### src/rtl/hazard_ctrl_if.sv
// hazard_ctrl_if
//    Bundles the pipeline-status inputs and the sequencing controls exchanged
//    between the datapath and the hazard controller.
//    master : datapath side (drives hazard status, receives controls)
//    slave  : hazard_ctrl side (receives status, drives controls)
//    Status : ihit, dmem_req, dhit, ex_memread, ex_wsel, id_rsel1, id_rsel2,
//             id_uses_rt, id_jump, ex_br_taken, mem_halt
//    Control: pcW, ifW, idW, exW, memW, ifRST, idRST, exRST, halted,
//             stall_cnt, flush_cnt
interface hazard_ctrl_if #(
   parameter int CNT_W = 16,
   parameter int REG_W = 5
);
   logic             ihit;
   logic             dmem_req;
   logic             dhit;
   logic             ex_memread;
   logic [REG_W-1:0] ex_wsel;
   logic [REG_W-1:0] id_rsel1;
   logic [REG_W-1:0] id_rsel2;
   logic             id_uses_rt;
   logic             id_jump;
   logic             ex_br_taken;
   logic             mem_halt;

   logic             pcW;
   logic             ifW;
   logic             idW;
   logic             exW;
   logic             memW;
   logic             ifRST;
   logic             idRST;
   logic             exRST;
   logic             halted;
   logic [CNT_W-1:0] stall_cnt;
   logic [CNT_W-1:0] flush_cnt;

   modport master (
      output ihit, dmem_req, dhit, ex_memread, ex_wsel, id_rsel1, id_rsel2,
             id_uses_rt, id_jump, ex_br_taken, mem_halt,
      input  pcW, ifW, idW, exW, memW, ifRST, idRST, exRST, halted,
             stall_cnt, flush_cnt
   );

   modport slave (
      input  ihit, dmem_req, dhit, ex_memread, ex_wsel, id_rsel1, id_rsel2,
             id_uses_rt, id_jump, ex_br_taken, mem_halt,
      output pcW, ifW, idW, exW, memW, ifRST, idRST, exRST, halted,
             stall_cnt, flush_cnt
   );
endinterface

### src/rtl/hazard_ctrl.sv
// hazard_ctrl
//    Central sequencer for the 5-stage pipeline. Produces the PC enable and the
//    write-enable / bubble controls of the IF/ID, ID/EX, EX/MEM and MEM/WB
//    registers from the current state and the hazard status, handling cache
//    waits, load-use stalls, jump/branch redirects and halt. Keeps saturating
//    stall and flush counters.
//    Ports:
//       CLK  : clock, rising edge
//       RST  : asynchronous active-high reset
//       bus  : hazard_ctrl_if.slave (status in, controls/counters out)
module hazard_ctrl #(
   parameter int CNT_W = 16,
   parameter int REG_W = 5
) (
   input logic          CLK,
   input logic          RST,
   hazard_ctrl_if.slave bus
);

   typedef enum logic [1:0] {
      RUN    = 2'd0,
      DWAIT  = 2'd1,
      HALTED = 2'd2
   } state_t;

   state_t           state;
   logic             halted_r;
   logic [CNT_W-1:0] stall_cnt_r;
   logic [CNT_W-1:0] flush_cnt_r;

   logic             dwait_hold;
   logic             load_use;
   logic             flush_evt;
   logic             pc_w, if_w, id_w, ex_w, mem_w;
   logic             if_rst, id_rst;

   // In DWAIT only dhit releases the freeze; from RUN a new access must be pending.
   assign dwait_hold = (state == DWAIT) ? !bus.dhit : (bus.dmem_req && !bus.dhit);

   // r0 is hardwired zero, so a load targeting it never creates a dependency.
   assign load_use = bus.ex_memread && (bus.ex_wsel != '0) &&
                     ((bus.ex_wsel == bus.id_rsel1) ||
                      (bus.id_uses_rt && (bus.ex_wsel == bus.id_rsel2)));

   always_comb begin
      pc_w      = 1'b1;
      if_w      = 1'b1;
      id_w      = 1'b1;
      ex_w      = 1'b1;
      mem_w     = 1'b1;
      if_rst    = 1'b0;
      id_rst    = 1'b0;
      flush_evt = 1'b0;
      if (RST) begin
         // Controls show the RUN defaults while reset is held.
      end else if (state == HALTED || dwait_hold) begin
         pc_w  = 1'b0;
         if_w  = 1'b0;
         id_w  = 1'b0;
         ex_w  = 1'b0;
         mem_w = 1'b0;
      end else if (bus.mem_halt) begin
         // Let the HALT retire into MEM/WB, freeze everything behind it.
         pc_w = 1'b0;
         if_w = 1'b0;
         id_w = 1'b0;
         ex_w = 1'b0;
      end else if (bus.ex_br_taken) begin
         // Both younger instructions are wrong-path: squash IF/ID and ID/EX.
         if_rst    = 1'b1;
         id_rst    = 1'b1;
         flush_evt = 1'b1;
      end else if (load_use) begin
         pc_w   = 1'b0;
         if_w   = 1'b0;
         id_rst = 1'b1;
      end else if (bus.id_jump) begin
         // Redirect even on an i-cache miss; the fetched slot is dropped anyway.
         if_rst    = 1'b1;
         flush_evt = 1'b1;
      end else if (!bus.ihit) begin
         pc_w   = 1'b0;
         if_rst = 1'b1;
      end
   end

   always_ff @(posedge CLK or posedge RST) begin
      if (RST) begin
         state       <= RUN;
         halted_r    <= 1'b0;
         stall_cnt_r <= '0;
         flush_cnt_r <= '0;
      end else if (state != HALTED) begin
         if (dwait_hold) begin
            state <= DWAIT;
         end else if (bus.mem_halt) begin
            state    <= HALTED;
            halted_r <= 1'b1;
         end else begin
            state <= RUN;
         end
         if (!pc_w && (stall_cnt_r != '1)) begin
            stall_cnt_r <= stall_cnt_r + 1'b1;
         end
         if (flush_evt && (flush_cnt_r != '1)) begin
            flush_cnt_r <= flush_cnt_r + 1'b1;
         end
      end
   end

   assign bus.pcW       = pc_w;
   assign bus.ifW       = if_w;
   assign bus.idW       = id_w;
   assign bus.exW       = ex_w;
   assign bus.memW      = mem_w;
   assign bus.ifRST     = if_rst;
   assign bus.idRST     = id_rst;
   assign bus.exRST     = 1'b0;
   assign bus.halted    = halted_r;
   assign bus.stall_cnt = stall_cnt_r;
   assign bus.flush_cnt = flush_cnt_r;

endmodule

### src/flat_wrapper.sv
// flat-port wrapper written by rule: the top's interface ports become plain ports
module hazard_ctrl_flat 
#(
   parameter int CNT_W = 16,
   parameter int REG_W = 5
)
  (CLK, RST, bus_ihit, bus_dmem_req, bus_dhit, bus_ex_memread, bus_ex_wsel, bus_id_rsel1, bus_id_rsel2, bus_id_uses_rt, bus_id_jump, bus_ex_br_taken, bus_mem_halt, bus_pcW, bus_ifW, bus_idW, bus_exW, bus_memW, bus_ifRST, bus_idRST, bus_exRST, bus_halted, bus_stall_cnt, bus_flush_cnt);
  hazard_ctrl_if #(.CNT_W(CNT_W), .REG_W(REG_W)) bus_i ();
  input logic CLK;
  input logic RST;
  input wire logic [$bits(bus_i.ihit)-1:0] bus_ihit;
  input wire logic [$bits(bus_i.dmem_req)-1:0] bus_dmem_req;
  input wire logic [$bits(bus_i.dhit)-1:0] bus_dhit;
  input wire logic [$bits(bus_i.ex_memread)-1:0] bus_ex_memread;
  input wire logic [$bits(bus_i.ex_wsel)-1:0] bus_ex_wsel;
  input wire logic [$bits(bus_i.id_rsel1)-1:0] bus_id_rsel1;
  input wire logic [$bits(bus_i.id_rsel2)-1:0] bus_id_rsel2;
  input wire logic [$bits(bus_i.id_uses_rt)-1:0] bus_id_uses_rt;
  input wire logic [$bits(bus_i.id_jump)-1:0] bus_id_jump;
  input wire logic [$bits(bus_i.ex_br_taken)-1:0] bus_ex_br_taken;
  input wire logic [$bits(bus_i.mem_halt)-1:0] bus_mem_halt;
  output wire logic [$bits(bus_i.pcW)-1:0] bus_pcW;
  output wire logic [$bits(bus_i.ifW)-1:0] bus_ifW;
  output wire logic [$bits(bus_i.idW)-1:0] bus_idW;
  output wire logic [$bits(bus_i.exW)-1:0] bus_exW;
  output wire logic [$bits(bus_i.memW)-1:0] bus_memW;
  output wire logic [$bits(bus_i.ifRST)-1:0] bus_ifRST;
  output wire logic [$bits(bus_i.idRST)-1:0] bus_idRST;
  output wire logic [$bits(bus_i.exRST)-1:0] bus_exRST;
  output wire logic [$bits(bus_i.halted)-1:0] bus_halted;
  output wire logic [$bits(bus_i.stall_cnt)-1:0] bus_stall_cnt;
  output wire logic [$bits(bus_i.flush_cnt)-1:0] bus_flush_cnt;
  assign bus_i.ihit = bus_ihit;
  assign bus_i.dmem_req = bus_dmem_req;
  assign bus_i.dhit = bus_dhit;
  assign bus_i.ex_memread = bus_ex_memread;
  assign bus_i.ex_wsel = bus_ex_wsel;
  assign bus_i.id_rsel1 = bus_id_rsel1;
  assign bus_i.id_rsel2 = bus_id_rsel2;
  assign bus_i.id_uses_rt = bus_id_uses_rt;
  assign bus_i.id_jump = bus_id_jump;
  assign bus_i.ex_br_taken = bus_ex_br_taken;
  assign bus_i.mem_halt = bus_mem_halt;
  assign bus_pcW = bus_i.pcW;
  assign bus_ifW = bus_i.ifW;
  assign bus_idW = bus_i.idW;
  assign bus_exW = bus_i.exW;
  assign bus_memW = bus_i.memW;
  assign bus_ifRST = bus_i.ifRST;
  assign bus_idRST = bus_i.idRST;
  assign bus_exRST = bus_i.exRST;
  assign bus_halted = bus_i.halted;
  assign bus_stall_cnt = bus_i.stall_cnt;
  assign bus_flush_cnt = bus_i.flush_cnt;
  hazard_ctrl #(.CNT_W(CNT_W), .REG_W(REG_W)) u_core (.CLK(CLK), .RST(RST), .bus(bus_i));
endmodule
### config.mk
export PLATFORM = sky130hd
export DESIGN_NAME = hazard_ctrl_flat
export DESIGN_NICKNAME = d
export VERILOG_FILES = /design/src/rtl/hazard_ctrl_if.sv /design/src/rtl/hazard_ctrl.sv /design/src/flat_wrapper.sv
export SDC_FILE = /design/constraint.sdc
export NUM_CORES = 1
export LEC_CHECK = 0
export CORE_ASPECT_RATIO = 1.1
export CORE_MARGIN = 4
export CORE_UTILIZATION = 25
export DETAILED_ROUTE_END_ITERATION = 6
export SLEW_MARGIN = 20
export SYNTH_ARGS = -nofsm -noshare
export SYNTH_HDL_FRONTEND = slang
export SYNTH_SLANG_ARGS = --single-unit
export TNS_END_PERCENT = 50
### constraint.sdc
create_clock -name CLK -period 6.4 [get_ports CLK]
set_clock_uncertainty 0.15 [all_clocks]
set_input_delay 0.96 -clock CLK [delete_from_list [all_inputs] [get_ports CLK]]
set_output_delay 0.96 -clock CLK [all_outputs]
set_load 0.01 [all_outputs]
==> flow_summary.toml <==
[placed_design]
gp_congestion = 0.691
hpwl_um = 3460
placed_cell_area_um2 = 2600
pre_cts_slack_ns = 2.10
io_buffers = 64
dp_cells = 331

[routing]
firstDrtPassIters = 4
final_antenna_net_count = 0
wl_per_cell_um = 13.0
drc_errors = 0
via_per_inst = 4.56
drt-initial-drc-count = 62
routed_wl_um = 4420
num_vias = 1547

[sta]
fmax_ghz = 0.235
relSlewSlack_pct = 48.1
hold_viol_final = 0
min_period_ns = 4.26
tightest_slew_ns = 0.777
finalCritPeriodShare_pct = 66.6
postLayoutSetupSlackWorst_ns = 2.14
maxSlewViolCount = 0
setup_viol = 0
rsz0062_at_grt = "false"
fin_tns_setup_ns = 0

[clock_tree]
postCtsHoldBufs = 0
clock-root-buffer = "clkbuf_8"
clock_latency_ns = 0.29
ctsResizeCount = 0
cts_setup_buffers = 0
cts_tree = "yes"
cts_buffers = 5
clock-sinks = 35
clk_pin_slew_ns = 0.07
clk_path_buf_depth = 2
htree_levels = 2

[synth]
ys.flop_type = "dfrtp_1"
mappedNetlistNets = 211
syn_area_um2 = 1880
async_flop_share_pct = 100
synth_edf_count = 0
synth_top_area_share_pct = 46.7
ys_warn_count = 0
synth_area_leaders = "dfrtp_1 47%, xnor2_1 10%, xor2_1 8.4%"
ys_types = 35
synth.most_common_cell = "dfrtp_1"
synth_top_cell_by_area = "dfrtp_1"
synth_seq_area_share_pct = 46.7
synth-seq-cells = 35
syn_inst = 184
avgSynthCellArea_um2 = 10.2
yosys-top-cells-count = "35 x dfrtp_1, 22 x xnor2_1, 18 x nand2_1, 18 x xor2_1, 15 x nand3_1"

[setup_path]
crit_path_start = "bus_ex_wsel[0]"
crit-reg2reg-launch = "u_core.bus.flush_cnt[0]"
worstPathArrival_ns = 3.15
critPathCaptureType = "output pin"
regToRegSetupSlack_ns = 3.79
worstSetupPathType = "in -> out"
ff2ff_path_depth = 8
cp-endpoint = "bus_pcW"
r2r_end = "u_core.bus.flush_cnt[13]"
start_kind = "input pin"
required_ns = 5.29
worstPathMaxFanout = 8

[finish]
num-fill-cells = 716
final_cells = 339
syn2layout_area_growth_pct = 43.3
diodes = 0
fin_area_um2 = 2690
nets = 280
drive_above_1_share_pct = 7.87
final_util_pct = 37.5

[global_route]
grt_pass1_wl_um = 7490
use_met1_pct = 12.8
busiest_layer = "met2"
met3_usage_pct = 3.59
grt_max_degree = 22
use_met2_pct = 16.8
antenna_found_initial = 0
gr-usage-all-layers_pct = 10.5
overflow = 0
grt_pass1_vias = 1556

[floorplan]
ios = 66
die_y_um = 98.8
rows = 32
die_w_um = 90.6
coreArea_um2 = 7170
initial_utilization_pct = 26.2
dieArea_um2 = 8950

[job]
cap_violations = 0

[power]
p_per_area_nw_per_um2 = 188
leakagePower_uw = 0.00114
ir_drop_v = 0.0000831

[status]
status = "completed"

[min_path]
min_path_type = "reg -> reg"
-- area by class of cell --
class / count / area [um^2] / area share (%)
Multi-Input combinational cell: 140 / 951 / 35.4
Sequential cell: 35 / 876 / 32.6
Timing Repair Buffer: 65 / 648 / 24.1
Tap cell: 85 / 106 / 3.96
Clock buffer: 5 / 68.8 / 2.56
Inverter: 6 / 22.5 / 0.838
Clock inverter: 3 / 15.0 / 0.559
-- state kept, by name, indices dropped and copies added, names as in the netlist --
signal                cells
u_core.bus.flush_cnt     16
u_core.bus.stall_cnt     16
u_core.state              2
u_core.bus.halted         1
-- per-stage QoR --
stage	hold WS, ns	power (uW)
5_1_grt	0.358	535
6_report	0.335	506
3_3_place_gp	0.312	356
2_1_floorplan	0.309	295
4_1_cts	0.337	516
3_5_place_dp	0.315	356
-- critical path: stages --
cell and delay (ns):
clkdlybuf4s50_1 0.47, or4_1 0.53, o21ai_1 0.16, nor2_1 0.07, o21ai_2 0.19, nand3_1 0.14
nand2_1 0.10, clkdlybuf4s50_1 0.53
-- worst min-delay path by stage --
stage / endpoint / from / cells past startpoint / slack, ns
finish: u_core.bus.halted / u_core.bus.halted / 1 / 0.33
global route: u_core.bus.flush_cnt[8] / u_core.bus.flush_cnt[8] / 1 / 0.36
global placement: u_core.bus.halted / u_core.bus.halted / 1 / 0.31
detailed placement: u_core.bus.halted / u_core.bus.halted / 1 / 0.31
CTS: u_core.bus.halted / u_core.bus.halted / 1 / 0.34
floorplan: u_core.state[1] / u_core.state[1] / 2 / 0.31
-- where the power goes --
| group | internal (uW) | total (uW) | switching [uW] |
|---|---|---|---|
| clock | 74.4 | 156 | 81.2 |
| sequential | 236 | 254 | 17.8 |
| combinational | 58.7 | 96.3 | 37.6 |
| total | 369 | 506 | 137 |
-- placed cells by master (no fill, tap or decap), drive strengths merged --
cell type	instances
or3	1
xor2	18
dfrtp	35
o21ba	1
nand2b	1
inv	6
buf	1
nor4b	1
o211a	1
nand4	8
and3	6
o21ai	7
nor2	13
mux2	2
conb	1
ha	2
nand3	16
o21a	2
and4	4
nand2	19
a21oi	3
nor3	5
clkinv	3
clkdlybuf4s50	64
a31o	1
or4	1
xnor2	22
a31oi	1
clkbuf	5
o21bai	1
nor4	3
-- metal layers --
layer,share of wire [%],wire length [um]
met3,7.0,308
met1,44,1930
met5,0,0
met4,1.8,81
met2,47,2100
-- logic make-up after synthesis --
family | Yosys count | share of synthesized area, %
AOI/OAI and AO/OA | 17 | 6.74
xor gates and xnor gates | 40 | 18.7
adders and majority gates | 2 | 1.33
buffers and inverters | 9 | 2.60
DFF | 35 | 46.7
muxes | 2 | 1.20
other | 1 | 0.200
and+or+nand+nor | 78 | 22.5
Power figures use the tool's default switching activity.
